### config.mk
export PLATFORM = sky130hd
export DESIGN_NAME = renas_write_buffer
export DESIGN_NICKNAME = d
export VERILOG_FILES = /design/src/rtl/renas_write_buffer_pkg.sv /design/src/rtl/renas_write_buffer_match.sv /design/src/rtl/renas_write_buffer.sv
export SDC_FILE = /design/constraint.sdc
export NUM_CORES = 1
export LEC_CHECK = 0
export ABC_AREA = 1
export CAP_MARGIN = 30
export CORE_MARGIN = 10
export CORE_UTILIZATION = 53
export CTS_BUF_LIST = sky130_fd_sc_hd__clkbuf_8
export DETAILED_ROUTE_END_ITERATION = 7
export GPL_TIMING_DRIVEN = 0
export PLACE_DENSITY = 0.79
export SETUP_SLACK_MARGIN = 0.15
export SLEW_MARGIN = 25
export SYNTH_ARGS = -nofsm -noshare
export SYNTH_HDL_FRONTEND = slang
export SYNTH_HIERARCHICAL = 1
export SYNTH_SLANG_ARGS = --single-unit
### constraint.sdc
create_clock -name clk_l2 -period 2.8 [get_ports clk_l2]
set_clock_uncertainty 0.05 [all_clocks]
set_input_delay 0.56 -clock clk_l2 [delete_from_list [all_inputs] [get_ports clk_l2]]
set_output_delay 0.56 -clock clk_l2 [all_outputs]
set_load 0.03 [all_outputs]
### src/rtl/renas_write_buffer_pkg.sv
// Shared types and default sizing for the renas posted-store write buffer.
package renas_wb_package;
   localparam int unsigned WB_DEPTH = 4;
   localparam int unsigned ADDR_W   = 30;
   localparam int unsigned DATA_W   = 32;

   typedef struct packed {
      logic              valid;
      logic [ADDR_W-1:0] addr;
      logic [DATA_W-1:0] data;
   } wb_entry_t;

   typedef enum logic [1:0] {
      IDLE   = 2'd0,
      ISSUE  = 2'd1,
      RETIRE = 2'd2
   } wb_state_e;
endpackage

### src/rtl/renas_write_buffer_match.sv
// Address matcher: per-entry hit vector plus index of the youngest hit (closest to wr_ptr-1).
module renas_wb_match #(
   parameter int unsigned DEPTH  = 4,
   parameter int unsigned ADDR_W = 30
) (
   input  logic [DEPTH-1:0]             valid,
   input  logic [DEPTH-1:0][ADDR_W-1:0] addr,
   input  logic [ADDR_W-1:0]            key,
   input  logic [$clog2(DEPTH)-1:0]     wr_ptr,
   output logic [DEPTH-1:0]             match_vec,
   output logic [$clog2(DEPTH)-1:0]     sel
);
   localparam int unsigned PTR_W = $clog2(DEPTH);

   always_comb begin
      match_vec = '0;
      for (int unsigned i = 0; i < DEPTH; i++) begin
         match_vec[i] = valid[i] && (addr[i] == key);
      end
   end

   // Walk from oldest to youngest slot so the youngest hit is assigned last.
   always_comb begin
      logic [PTR_W-1:0] idx;
      sel = '0;
      idx = '0;
      for (int k = int'(DEPTH); k >= 1; k--) begin
         idx = wr_ptr - PTR_W'(k);
         if (match_vec[idx]) begin
            sel = idx;
         end
      end
   end
endmodule

### src/rtl/renas_write_buffer.sv
// Posted-store write buffer: queues D-cache stores and drains them to memory over req/ack.
// Optional macro WB_COALESCE_EN merges a store into a queued entry that is not being drained.
module renas_write_buffer #(
   parameter int unsigned WB_DEPTH = renas_wb_package::WB_DEPTH,
   parameter int unsigned ADDR_W   = renas_wb_package::ADDR_W,
   parameter int unsigned DATA_W   = renas_wb_package::DATA_W
) (
   input  logic              clk_l2,
   input  logic              rst,
   input  logic              wb_req,
   input  logic [ADDR_W-1:0] wb_addr,
   input  logic [DATA_W-1:0] wb_data,
   output logic              wb_ack,
   output logic              full_flag,
   output logic              empty_flag,
   input  logic [ADDR_W-1:0] lkp_addr,
   output logic              lkp_hit,
   output logic [DATA_W-1:0] lkp_data,
   output logic              mem_req,
   output logic [31:0]       mem_addr,
   output logic [DATA_W-1:0] mem_wdata,
   input  logic              mem_ack
);
   import renas_wb_package::*;

   localparam int unsigned PTR_W = $clog2(WB_DEPTH);
   localparam int unsigned CNT_W = PTR_W + 1;

   localparam logic [1:0] ST_IDLE   = 2'(IDLE);
   localparam logic [1:0] ST_ISSUE  = 2'(ISSUE);
   localparam logic [1:0] ST_RETIRE = 2'(RETIRE);

   logic [1:0]                       state_q, state_d;
   logic [PTR_W-1:0]                 wr_ptr_q, rd_ptr_q;
   logic [CNT_W-1:0]                 count_q;
   logic [WB_DEPTH-1:0]              valid_q;
   logic [WB_DEPTH-1:0][ADDR_W-1:0]  addr_q;
   logic [DATA_W-1:0]                data_q [WB_DEPTH];

   logic                             mem_req_d;
   logic [31:0]                      mem_addr_d;
   logic [DATA_W-1:0]                mem_wdata_d;

   logic                             push_c, pop_c, coal_c;
   logic [PTR_W-1:0]                 coal_sel;
   logic [WB_DEPTH-1:0]              lkp_vec;
   logic [PTR_W-1:0]                 lkp_sel;

   assign full_flag  = (count_q == CNT_W'(WB_DEPTH));
   assign empty_flag = (count_q == '0);

   renas_wb_match #(.DEPTH(WB_DEPTH), .ADDR_W(ADDR_W)) u_lkp_match (
      .valid     (valid_q),
      .addr      (addr_q),
      .key       (lkp_addr),
      .wr_ptr    (wr_ptr_q),
      .match_vec (lkp_vec),
      .sel       (lkp_sel)
   );

   assign lkp_hit  = |lkp_vec;
   assign lkp_data = lkp_hit ? data_q[lkp_sel] : '0;

`ifdef WB_COALESCE_EN
   logic [WB_DEPTH-1:0] coal_valid;
   logic [WB_DEPTH-1:0] coal_vec;

   // The head is being captured (IDLE) or is in flight (ISSUE) outside RETIRE, so never merge into it.
   always_comb begin
      coal_valid = valid_q;
      if (state_q != ST_RETIRE) begin
         coal_valid[rd_ptr_q] = 1'b0;
      end
   end

   renas_wb_match #(.DEPTH(WB_DEPTH), .ADDR_W(ADDR_W)) u_coal_match (
      .valid     (coal_valid),
      .addr      (addr_q),
      .key       (wb_addr),
      .wr_ptr    (wr_ptr_q),
      .match_vec (coal_vec),
      .sel       (coal_sel)
   );

   assign coal_c = wb_req && (|coal_vec);
`else
   assign coal_c   = 1'b0;
   assign coal_sel = '0;
`endif

   assign push_c = wb_req && !full_flag && !coal_c;
   assign pop_c  = (state_q == ST_ISSUE) && mem_ack;

   // Drain FSM next-state and registered memory-side outputs.
   always_comb begin
      state_d     = state_q;
      mem_req_d   = mem_req;
      mem_addr_d  = mem_addr;
      mem_wdata_d = mem_wdata;
      case (state_q)
         ST_IDLE: begin
            if (!empty_flag) begin
               mem_req_d   = 1'b1;
               mem_addr_d  = 32'({addr_q[rd_ptr_q], 2'b00});
               mem_wdata_d = data_q[rd_ptr_q];
               state_d     = ST_ISSUE;
            end
         end
         ST_ISSUE: begin
            if (mem_ack) begin
               mem_req_d = 1'b0;
               state_d   = ST_RETIRE;
            end
         end
         ST_RETIRE: state_d = ST_IDLE;
         default:   state_d = ST_IDLE;
      endcase
   end

   always_ff @(posedge clk_l2) begin
      if (rst) begin
         state_q   <= ST_IDLE;
         wr_ptr_q  <= '0;
         rd_ptr_q  <= '0;
         count_q   <= '0;
         valid_q   <= '0;
         wb_ack    <= 1'b0;
         mem_req   <= 1'b0;
         mem_addr  <= '0;
         mem_wdata <= '0;
      end else begin
         state_q   <= state_d;
         mem_req   <= mem_req_d;
         mem_addr  <= mem_addr_d;
         mem_wdata <= mem_wdata_d;
         wb_ack    <= push_c | coal_c;
         count_q   <= count_q + CNT_W'(push_c) - CNT_W'(pop_c);
         if (push_c) begin
            valid_q[wr_ptr_q] <= 1'b1;
            wr_ptr_q          <= wr_ptr_q + PTR_W'(1);
         end
         if (pop_c) begin
            valid_q[rd_ptr_q] <= 1'b0;
            rd_ptr_q          <= rd_ptr_q + PTR_W'(1);
         end
      end
   end

   // Payload storage; qualified by valid_q so it needs no reset.
   always_ff @(posedge clk_l2) begin
      if (push_c) begin
         addr_q[wr_ptr_q] <= wb_addr;
         data_q[wr_ptr_q] <= wb_data;
      end
      if (coal_c) begin
         data_q[coal_sel] <= wb_data;
      end
   end
endmodule
==> impl_metrics.ini <==
[status]
status = finished with violations
violations = negative setup slack

[sta]
relSlewSlack_pct = 49.5
hold_slack_ps = 189
report.final.hold_viol_count = 0
drv_slew = 0
grt_setup_unrepaired = true
layout_worst_path_cycle_share_pct = 145
fmax_ghz = 0.247
setup_ws_ps = -1250
worst_pin_slew_ps = 758
setup_viol = 33
fin_crit_ps = 4050

[final_layout]
layout_commonest_cell = nand2_1
final_layout_size_suffix_gt1_share_pct = 15.2
area_growth_pct = 28.4
fill_cells = 2482
multiInputGateArea_um2 = 6280
fin_nets = 2620
final_cell_mix = 772 x nand2_1, 455 x inv_1, 248 x edfxtp_1
regArea_um2 = 8990

[setup_path]
cp_max_fo = 10
reg2reg_from = wr_ptr_q[1]$_SDFFE_PP0N_
crit_start = addr_q[88]$_DFFE_PP_
slowest_stage = edfxtp_1
crit_top_cell = nand2_1
worst_ep_arrival_time_ps = 3440
slowest_delay_ps = 410
path_class = flop to primary output
crit_required_ps = 2190
setup.worst_path.start_class = flop
cp_cell_sequence = xnor2_1, nand2_1, nor2_1, nand2_1, nor2_4, nand2_2, nand2_2, nand3_1, nand2_1, nand3_1, nand2_1, buf_2, clkbuf_4, o211ai_1, a21oi_2, buf_6
crit_path_end_kind = primary output

[grt]
grt_pass1_vias = 15099
grt-ovfl-total = 0
grt_pass1_wl_mm = 84.9
antenna_found_initial = 6
grt_max_degree = 44
track_usage_pct = 26.8

[power]
p_leak_nw = 10.5
p_seq_share_pct = 35.2
p_sw_share_pct = 37.6
switchingPower_w = 0.00669
clock_power_share_pct = 27.9
pwr-share-comb_pct = 36.8
p_per_area_nw_per_um2 = 806
ir_worst_vdd_mv = 0.602
p_int_w = 0.0111
power_w = 0.0178

[clock_tree]
worstSkewPairLatency_ps = 620
cts.sinks = 325
h-tree-depth = 2
cts_buffers = 53
clock_tree.buffer_depth = 3
cts_root_buf = clkbuf_8
clkTransAtPathRegs_ps = 70
cts_tree = yes

[placed_design]
hpwl_mm = 38.8
port_buffers = 190
place.gp.congestion = 0.968

[route]
wl_per_cell_um = 18.7
routed_wl_mm = 56.2
viasPerCell = 5.23
first_iter_violations = 1845
ant_nets = 0
firstDrtPassIters = 5
drc = 0
vias = 15682

[floorplan]
die_h_um = 200
initial_utilization_pct = 54.1
dieWidth_um = 200
die-area_um2 = 40100
io_pins = 197
row_count = 65
fp.coreArea_um2 = 31800

[flow_run]
drv_cap = 0

[logic_synthesis]
synth.distinct_cells = 30
synth_warnings = 6
avgSynthCellArea_um2 = 7.67
ys_seq_area_share_pct = 52.2
synthCells = 2244
synth-seq-cells = 325
netlist_area_um2 = 17200

[worst_hold_path]
min-delay-path-class = input port to flop
hold_start = rst
-- state kept, by name, indices dropped and copies added (netlist names) --
register and cells:
data_q 128, addr_q 120, mem_wdata 32, mem_addr 30
valid_q 4, count_q 3, rd_ptr_q 2, state_q 2
wr_ptr_q 2, mem_req 1, wb_ack 1
-- logic make-up (layout without fill, tap and decap cells) --
family | after synthesis | after routing | synth area share (%)
adder cells (fa/ha/maj) | 10 | 10 | 0.771
AND/OR/NAND/NOR | 1167 | 1167 | 27.1
XOR/XNOR | 36 | 36 | 1.83
AO/OA/AOI/OAI | 112 | 112 | 4.22
flip-flops | 325 | 325 | 52.2
other | 1 | 8 | 0.0218
buffers and inverters | 593 | 907 | 13.9
-- critical path, delay by kind of cell, from the launching register on --
kind / cells / cell delay, ps
XOR/XNOR: 1 / 330
flip-flops: 1 / 410
buffers and inverters: 3 / 700
AND/OR/NAND/NOR: 10 / 1000
AO/OA/AOI/OAI: 2 / 420
-- metrics by stage --
stage / setup WS [ps] / instances / setup TNS [ps] / utilization, % / instance area, µm²
floorplan: -158 / 2245 / -5060 / - / 17500
global placement: -1990 / 2870 / -308620 / 62.6 / 19900
CTS: -1040 / 2986 / -32730 / 68.5 / 21800
detailed placement: -2030 / 2874 / -63790 / 63.0 / 20000
global route: -1360 / 2997 / -42340 / 69.4 / 22100
finish: -1250 / 3000 / -38820 / 69.5 / 22100
-- cell type report --
| class | count | share of cell area (%) |
|---|---|---|
| flip-flops and latches | 325 | 40.7 |
| clock inverters | 36 | 1.86 |
| inverters | 502 | 8.61 |
| diodes | 6 | 0.0680 |
| repair buffers | 214 | 10.5 |
| plain buffers | 91 | 3.39 |
| well taps | 435 | 2.46 |
| clock buffers | 64 | 3.99 |
| multi-input cells | 1327 | 28.4 |
-- what timing repair did --
item / 4_1_cts / 5_1_grt
gates resized for setup: 331 / 59
hold buffers: 0 / 0
pin swaps: 38 / 38
cloned: 4 / 3
setup buffers: 8 / 5
setup endpoints to repair: 34 / 33
-- path summary, 6_finish.rpt --
| path | end | slack, ps | cells after the start |
|---|---|---|---|
| max | lkp_data[26] | -1250 | 16 |
| min | wr_ptr_q[0]$_SDFFE_PP0N_ | 190 | 2 |
| max reg2reg | data_q[2][17]$_DFFE_PP_ | 670 | 4 |
| min reg2reg | valid_q[3]$_SDFF_PP0_ | 410 | 2 |
-- power groups by stage --
stage / clock network [W] / registers (W) / logic (W)
floorplan: 0 / 0.00690 / 0.00342
global placement: 0 / 0.00636 / 0.00606
detailed placement: 0 / 0.00635 / 0.00626
CTS: 0.00499 / 0.00626 / 0.00645
global route: 0.00523 / 0.00633 / 0.00721
finish: 0.00497 / 0.00627 / 0.00656
-- cells in the mapped netlist --
library cell  number  area, µm²
dfxtp_1           77       1540
buf_1              1       3.75
conb_1             1       3.75
xor2_1             4       35.0
buf_6              5       56.3
clkinv_1          13       48.8
fa_1               1       20.0
edfxtp_1         248       7450
inv_1            459       1720
xnor2_1           32        280
or2_2              1       6.26
a21oi_1           43        215
nand3_2            3       30.0
a21boi_1           2       15.0
nor2_4             1       11.3
nand3_1          149        746
buf_4             14        105
ha_1               9        113
nor3_4             1       16.3
nand4_1            8       50.1
nand2_1          823       3090
inv_2             29        109
nor2_2             5       31.3
o211ai_1          64        480
buf_2             53        265
inv_4              1       6.26
nand2_2            8       50.1
nor2_1           168        631
clkbuf_1          18       67.6
o21ai_0            3       15.0
-- per-layer routing --
layer	routed length [µm]	share of wire (%)	track usage, %
met5	32	0.057	0
met4	1680	3.0	8.53
met3	6340	11	5.35
met2	26200	47	43.9
met1	21900	39	34.8
(Power assumes the default switching activity.)
